--- src/rtl/serial_adder.sv ---
// Bit-serial N-bit adder: one full-adder slice per clock, LSB first, with a
// start/busy/done handshake and a registered {cout, sum} result.
module serial_adder #(
    parameter int N = 8
) (
    input  logic         clk,
    input  logic         rst_n,
    input  logic         start,
    input  logic [N-1:0] a,
    input  logic [N-1:0] b,
    input  logic         cin,
    output logic         busy,
    output logic         done,
    output logic [N-1:0] sum,
    output logic         cout
);
    localparam int CW = (N > 1) ? $clog2(N) : 1;

    typedef enum logic [1:0] {
        IDLE = 2'd0,
        RUN  = 2'd1,
        DONE = 2'd2
    } state_t;

    state_t        state;
    state_t        state_next;
    logic [N-1:0]  a_sh;
    logic [N-1:0]  b_sh;
    logic [N-1:0]  psum;
    logic          carry;
    logic [CW-1:0] cnt;

    logic ha1_s;
    logic ha1_c;
    logic ha2_c;
    logic bit_s;
    logic carry_next;
    logic last;

    // One slice: two half adders plus an OR on their carries.
    assign ha1_s      = a_sh[0] ^ b_sh[0];
    assign ha1_c      = a_sh[0] & b_sh[0];
    assign bit_s      = ha1_s ^ carry;
    assign ha2_c      = ha1_s & carry;
    assign carry_next = ha1_c | ha2_c;
    assign last       = (cnt == CW'(N - 1));

    always_ff @(posedge clk or negedge rst_n) begin
        if (!rst_n) begin
            state <= IDLE;
        end else begin
            state <= state_next;
        end
    end

    always_comb begin
        state_next = state;
        case (state)
            IDLE:    if (start) state_next = RUN;
            RUN:     if (last) state_next = DONE;
            DONE:    state_next = IDLE;
            default: state_next = IDLE;
        endcase
    end

    always_comb begin
        busy = 1'b0;
        done = 1'b0;
        case (state)
            RUN:     busy = 1'b1;
            DONE:    done = 1'b1;
            default: ;
        endcase
    end

    always_ff @(posedge clk or negedge rst_n) begin
        if (!rst_n) begin
            a_sh  <= '0;
            b_sh  <= '0;
            psum  <= '0;
            carry <= 1'b0;
            cnt   <= '0;
            sum   <= '0;
            cout  <= 1'b0;
        end else begin
            case (state)
                IDLE: begin
                    if (start) begin
                        a_sh  <= a;
                        b_sh  <= b;
                        carry <= cin;
                        cnt   <= '0;
                        psum  <= '0;
                    end
                end
                RUN: begin
                    a_sh  <= {1'b0, a_sh[N-1:1]};
                    b_sh  <= {1'b0, b_sh[N-1:1]};
                    psum  <= {bit_s, psum[N-1:1]};
                    carry <= carry_next;
                    // The final slice bypasses psum so sum lands on the same edge.
                    if (last) begin
                        sum  <= {bit_s, psum[N-1:1]};
                        cout <= carry_next;
                    end else begin
                        cnt <= cnt + 1'b1;
                    end
                end
                default: ;
            endcase
        end
    end
endmodule

--- config.mk ---
export PLATFORM = sky130hd
export DESIGN_NAME = serial_adder
export DESIGN_NICKNAME = d
export VERILOG_FILES = /design/src/rtl/serial_adder.sv
export SDC_FILE = /design/constraint.sdc
export NUM_CORES = 1
export LEC_CHECK = 0
export ABC_AREA = 0
export CORE_ASPECT_RATIO = 0.7
export CORE_MARGIN = 2
export CORE_UTILIZATION = 46
export CTS_CLUSTER_SIZE = 25
export DETAILED_ROUTE_END_ITERATION = 16
export PLACE_DENSITY = 0.85
export SLEW_MARGIN = 20
export SYNTH_ARGS = -nofsm -noshare
export SYNTH_HDL_FRONTEND = slang
export SYNTH_SLANG_ARGS = --single-unit
--- constraint.sdc ---
create_clock -name clk -period 1.36 [get_ports clk]
set_input_delay 0.34 -clock clk [delete_from_list [all_inputs] [get_ports clk]]
set_output_delay 0.34 -clock clk [all_outputs]
set_load 0.005 [all_outputs]
### Word-level counts from Yosys, hierarchy flattened

Cells that the tools add are included.

* add/subtract/negate cells: 1
* multipliers: 0
* div/mod/pow operators: 0
* order comparisons: 0
* equal/unequal tests: 6
* shifts and indexed selects: 0
* mux-type cells: 16
* bitwise gates (word level): 5
* reductions and logical operators: 6

Operator list (number)
* 8-bit case mux with 2 select lines: 3
* 8-bit 2-to-1 mux: 3
* 3-bit 2-to-1 mux: 2
* 2-bit != test (second input constant): 3
* 3-bit case mux with 2 select lines: 1
* 2-bit AND reduction: 3
* 2-bit 2-to-1 mux: 2
* 2-bit case mux with 2 select lines: 1
* 3-bit by 1-bit adder with 3-bit output (second input constant): 1
* 3-bit equality test (second input constant): 1
* 1-bit 2-to-1 mux: 3
* 3-bit AND reduction: 1
* 1-bit bitwise AND: 2
* 2-bit by 1-bit equality test with 1-bit output (second input constant): 1
* 2-bit equality test (second input constant): 1
* 2-bit zero test: 1
* 1-bit case mux with 2 select lines: 1
* 2-bit nonzero test: 1
* 1-bit XOR: 2
* 1-bit bitwise OR: 1

* register bits after elaboration: 39
* bits in latches: 0
* RAM bits: 0
* memory bits (read-only): 0
* input port bits: 20
* word-level logic and storage cells: 42
* memories kept: 0

### Logic depth before layout (Yosys ltp)

Gate-level depths: netlist of run 1.

* depth after elaboration: 4
* mapped depth: 6
* depth with buffers taken out: 5

### Worst setup path after synthesis of run 1

OpenSTA, ideal clock, no wires.

* kind: reg2reg
* start: register cnt[0]
* end: register cnt[0]
* setup time: 0.121 ns
* arrival time: 1.332 ns
* data required time: 1.239 ns
* setup slack: -0.093 ns
* cell stages (with the launch flop): 6
* path buffers: 0
* clock period less this slack: 1.453 ns
* path through: dfrtp_1 -> ha_1 -> ha_1 -> nor2_1 -> mux2_2 -> a22o_1

* cells in the longest elaborated chain, start to end: 3
* elaborated cells on any way between the ends: 6
* classes of those cells: 1 x add/sub; 2 x eq/ne; 2 x mux; 1 x reduce/logical

Ends and longest elaborated chain
* start: declaration: line 31 `logic [CW-1:0] cnt;`
* start signal: assignment: line 106 `cnt <= cnt + 1'b1;`
* 3-bit by 1-bit adder with 3-bit output or 3-bit equality test (tied branches): line 106, 46
* 3-bit 2-to-1 mux or 2-bit != test (tied branches)
* 3-bit case mux with 2 select lines or 3-bit AND reduction (tied branches)

Parallel ways exist; a longest one is shown, timed or not. The select of a mux whose other input is x is not followed.
A chain may end at the register's enable or synchronous reset.

### Worst setup path in the final report of run 1

* start: register cnt[1]
* end: register cnt[0]

* cells in the longest elaborated chain, start to end: 3

Ends and longest elaborated chain
* 3-bit equality test: line 46 `assign last = (cnt == CW'(N - 1));`
* 2-bit != test (no source line)
* 3-bit AND reduction (no source line)

Every way passes these cells.

==> impl_summary.log, run 1 <==
[metrics] slowest stage delay, CP: slightly below 400 ps
[metrics] Seq cells post-synth: 38
[metrics] floorplan die width: around 77 um
[metrics] Reg2Reg Setup Slack: -90 ps
[metrics] synthesized area per cell: about 12 um2
[metrics] vias in the first global route: between 1000 and 1500
[metrics] critical path class: reg -> reg
[metrics] Data required, critical path: 1550 ps
[metrics] worst setup slack after layout: -87.3 ps
[metrics] global-route congestion overflow total: 0
[metrics] final count of pins violating max slew: 0
[metrics] final cell utilization of the core: 74.5%
[metrics] worst path arrival time: 1630 ps
[metrics] per-cell routed wire length: between 15 and 20 um
[metrics] total clock sinks: 38
[metrics] highest ir drop seen on vdd: 0.00118 V
[metrics] number of I/O pins: 31
[metrics] leading register cell type out of synthesis: sky130_fd_sc_hd__dfrtp_1
[metrics] sequential cell area fraction in the yosys report: 54.7%
[metrics] cell with the most instances after synthesis: sky130_fd_sc_hd__dfrtp_1
[metrics] number of distinct standard cells referenced by the synthesized netlist: 25
[metrics] critical path cell sequence: ha_2 -> ha_4 -> nor2_4 -> mux2_2 -> a22o_1
[metrics] Setup crit end kind: flip-flop
[metrics] n_diodes: 0
[metrics] sum of negative setup slack: -364 ps
[metrics] post-layout min period: 1450 ps
[metrics] launching point of the worst reg2reg path: cnt[1]
[metrics] filler cell count: 210
[metrics] number of buffers created by CTS: 5
[metrics] Tightest Hold Check Type: in -> async
[metrics] RD Place Congestion: 0.823
[metrics] die footprint: about 4300 um2
[metrics] deepest clock path buffer count: 2
[metrics] GRT Util Overall: 22.6%
[metrics] cells taking the most area after synthesis: sky130_fd_sc_hd__dfrtp_1 (55%), sky130_fd_sc_hd__nor3_1 (8.6%), sky130_fd_sc_hd__mux2_4 (7.8%)
[metrics] worst-margin pin slew: 257 ps
[metrics] Starting Density: around half
[metrics] count of endpoints failing hold in the final timing report: 0
[metrics] leading cell types by count after synthesis: sky130_fd_sc_hd__dfrtp_1 (38), sky130_fd_sc_hd__nor3_1 (30), sky130_fd_sc_hd__o22ai_1 (15)
[metrics] cell at the root of the clock tree: sky130_fd_sc_hd__clkbuf_8
[metrics] total vias in the final route: 1531
[metrics] layout cells sized above 1: approximately two fifths
[metrics] largest net degree at the start of global routing: 39
[metrics] proportion of register bits with asynchronous set or reset after synthesis: 100%
[metrics] number of nets in the final layout: 232
[metrics] detailed placer's ending HPWL: 2800 um
[metrics] Core Box Area: between 3000 and 4000 um2
[metrics] run status: finished, violations left
[metrics] mux cell area share after synthesis: ~9%
[metrics] layout-stage area growth over the synthesis result: 53.3%
[metrics] number of antenna violations at the first check in global routing: 0
[metrics] Period Utilization, post-route: 106%
[metrics] proportion of netlist area held by the largest area contributor: between 50% and 60%
[metrics] share of synthesized cell area in full adder, half adder and majority cells: 2.59%
[metrics] failing checks: setup timing
[metrics] Yosys warning total: 0
[metrics] H-tree depth reported by CTS: 2
[metrics] area share of and/or/nand/nor cells after synthesis: 14.0%
[metrics] DRC violation count after routing: 0
[metrics] number of detailed-route iterations in the first pass: 4
[metrics] TritonCTS clock tree: built
[metrics] highest clock frequency the design can meet: just under 700 MHz
[metrics] overall power after layout: 5.96 mW
[metrics] # setup viols final: 17
[metrics] Cell Area, Synth: 1740 um2
[metrics] Worst slew margin: 82.7%
[metrics] length in cells of the worst reg-to-reg path: 5
[metrics] Worst path slowest cell: sky130_fd_sc_hd__dfrtp_1
[metrics] Clock Skews: just under 8 ps
[metrics] hold buffer count at CTS: 0
[metrics] Post-Synth XOR/XNOR Area: 0%
[metrics] via density per instance: ~5.9
[metrics] largest family of logic cells by synthesized area: compound AO/OA/AOI/OAI gates
[metrics] clock-pin transition on the worst setup and hold timing paths: ~80 ps
[metrics] crit start category: flip-flop
[metrics] wire length of the first global-routing pass: 7480 um
[metrics] Core Rows: 18
[metrics] leakage component of the power: 1.17 nW
[metrics] die extent in y: 55.4 um
[metrics] max capacitance violation total: 0
[metrics] Worst Setup Slack post-DPL: -235 ps
[metrics] synthesized net count: between 150 and 200
[metrics] cell type contributing the most total cell area after synthesis: sky130_fd_sc_hd__dfrtp_1
[metrics] worst-path fanout max: 7
[metrics] Cell Pwr Density: 2240 nW/um2
[metrics] post-synthesis instance total: 149
[metrics] Detailed Route Iter0 Violations: about 150
[metrics] compound-cell area share of the yosys netlist: ~15%
[metrics] clock latency of the later-clocked register in the worst-skew pair: about 300 ps
[metrics] RR Endpoint: cnt[0]
[metrics] routed wire length: 4930 um
[metrics] number of nets with antenna violations after routing: 0
[metrics] setup repair after global routing missed its margin: true
[metrics] Port Buffers: 30
[metrics] number of synthesized flops with an enable pin: 0
## through the flow
| stage | std cells | instance area [um2] | hold WS, ps |
|---|---|---|---|
| 3_5_place_dp | 232 | 2170 | 495 |
| 6_report | 260 | 2670 | 419 |
| 5_1_grt | 260 | 2670 | 441 |
| 3_3_place_gp | 232 | 2170 | 495 |
| 2_1_floorplan | 149 | 1750 | 44.4 |
| 4_1_cts | 251 | 2450 | 422 |
## cell usage in the layout (no fill, tap or decap), drive strengths merged, types with 3 or more instances in the layout
cell type / count
nor2: 9
o21ai: 4
dlygate4sd2: 9
a22o: 12
inv: 3
buf: 33
o22ai: 15
nand2: 5
dfrtp: 38
clkbuf: 6
nor3: 30
clkdlybuf4s50: 19
o32ai: 5
mux2: 10
## worst max-delay path by stage
stage | cells after the start | slack, ps | to | from
2_1_floorplan | 4 | 30 | cnt[0] | cnt[0]
3_3_place_gp | 5 | -160 | carry | start
3_5_place_dp | 5 | -230 | b_sh[6] | start
4_1_cts | 3 | -40 | done | state[0]
5_1_grt | 5 | -120 | cnt[0] | cnt[1]
6_report | 5 | -90 | cnt[0] | cnt[1]
## power breakdown
group	switching, mW	leakage [nW]	internal [mW]
clock	0.437	0.0683	0.735
combinational	1.20	0.635	1.51
sequential	0.443	0.465	1.64
total	2.08	1.17	3.88
## critical path, delay by kind of cell, from the launching register on
family / cells / cell delay, ps
fa+ha+maj: 2 / 440
flops: 1 / 390
mux: 1 / 260
compound gates: 1 / 170
simple gates: 1 / 60
## kinds of logic (layout without fill, tap and decap cells)
kind of cell,after synthesis,count (layout)
simple gates,47,48
flops,38,38
compound gates,36,36
buf+inv,14,74
mux,11,11
fa+ha+maj,3,3
## registers in the layout (all words and copies together), names as in the netlist
signal / count
sum: 8
cnt: 3
a_sh: 8
b_sh: 8
cout: 1
psum: 7
carry: 1
state: 2
## routing by layer
metal,vias to the layer above,global-route usage (%),part of all wire [%]
li1,684,-,-
met5,-,0,0
met1,764,30.9,43
met4,0,7.91,2.3
met3,15,5.72,5.5
met2,68,35.2,49
## final cells by class
type | count | area, um2 | share of cell area [%]
Inverter | 4 | 27.5 | 1.03
Sequential cell | 38 | 953 | 35.8
Tap cell | 50 | 62.6 | 2.35
Clock inverter | 3 | 68.8 | 2.58
Multi-Input combinational cell | 98 | 900 | 33.7
Timing Repair Buffer | 62 | 586 | 22.0
Clock buffer | 5 | 68.8 | 2.58
## repair_timing
| action | CTS | global route |
|---|---|---|
| gates cloned | 2 | 0 |
| setup endpoints to repair | 25 | 32 |
| setup buffers | 9 | 10 |
| gates resized for setup | 36 | 27 |
| pin swaps | 4 | 8 |
No activity file was read; power rests on OpenSTA's default activity.
==> run 2, diff against run 1 <==
--- a/config.mk
+++ b/config.mk
@@ -9,6 +9,7 @@
 export CORE_ASPECT_RATIO = 0.7
 export CORE_MARGIN = 2
 export CORE_UTILIZATION = 46
+export CTS_CLUSTER_DIAMETER = 100
 export CTS_CLUSTER_SIZE = 25
 export DETAILED_ROUTE_END_ITERATION = 16
 export PLACE_DENSITY = 0.85
==> results of run 2 <==
Same layout as run 1: the final DEF is identical, and so are final timing and power.
==> run 3, diff against run 2 <==
--- a/config.mk
+++ b/config.mk
@@ -6,6 +6,7 @@
 export NUM_CORES = 1
 export LEC_CHECK = 0
 export ABC_AREA = 0
+export ABC_CLOCK_PERIOD_IN_PS = 1360
 export CORE_ASPECT_RATIO = 0.7
 export CORE_MARGIN = 2
 export CORE_UTILIZATION = 46
@@ -13,7 +14,6 @@
 export CTS_CLUSTER_SIZE = 25
 export DETAILED_ROUTE_END_ITERATION = 16
 export PLACE_DENSITY = 0.85
-export SLEW_MARGIN = 20
 export SYNTH_ARGS = -nofsm -noshare
 export SYNTH_HDL_FRONTEND = slang
 export SYNTH_SLANG_ARGS = --single-unit
==> results of run 3 <==
Same layout as run 1: the final DEF is identical, and so are final timing and power.
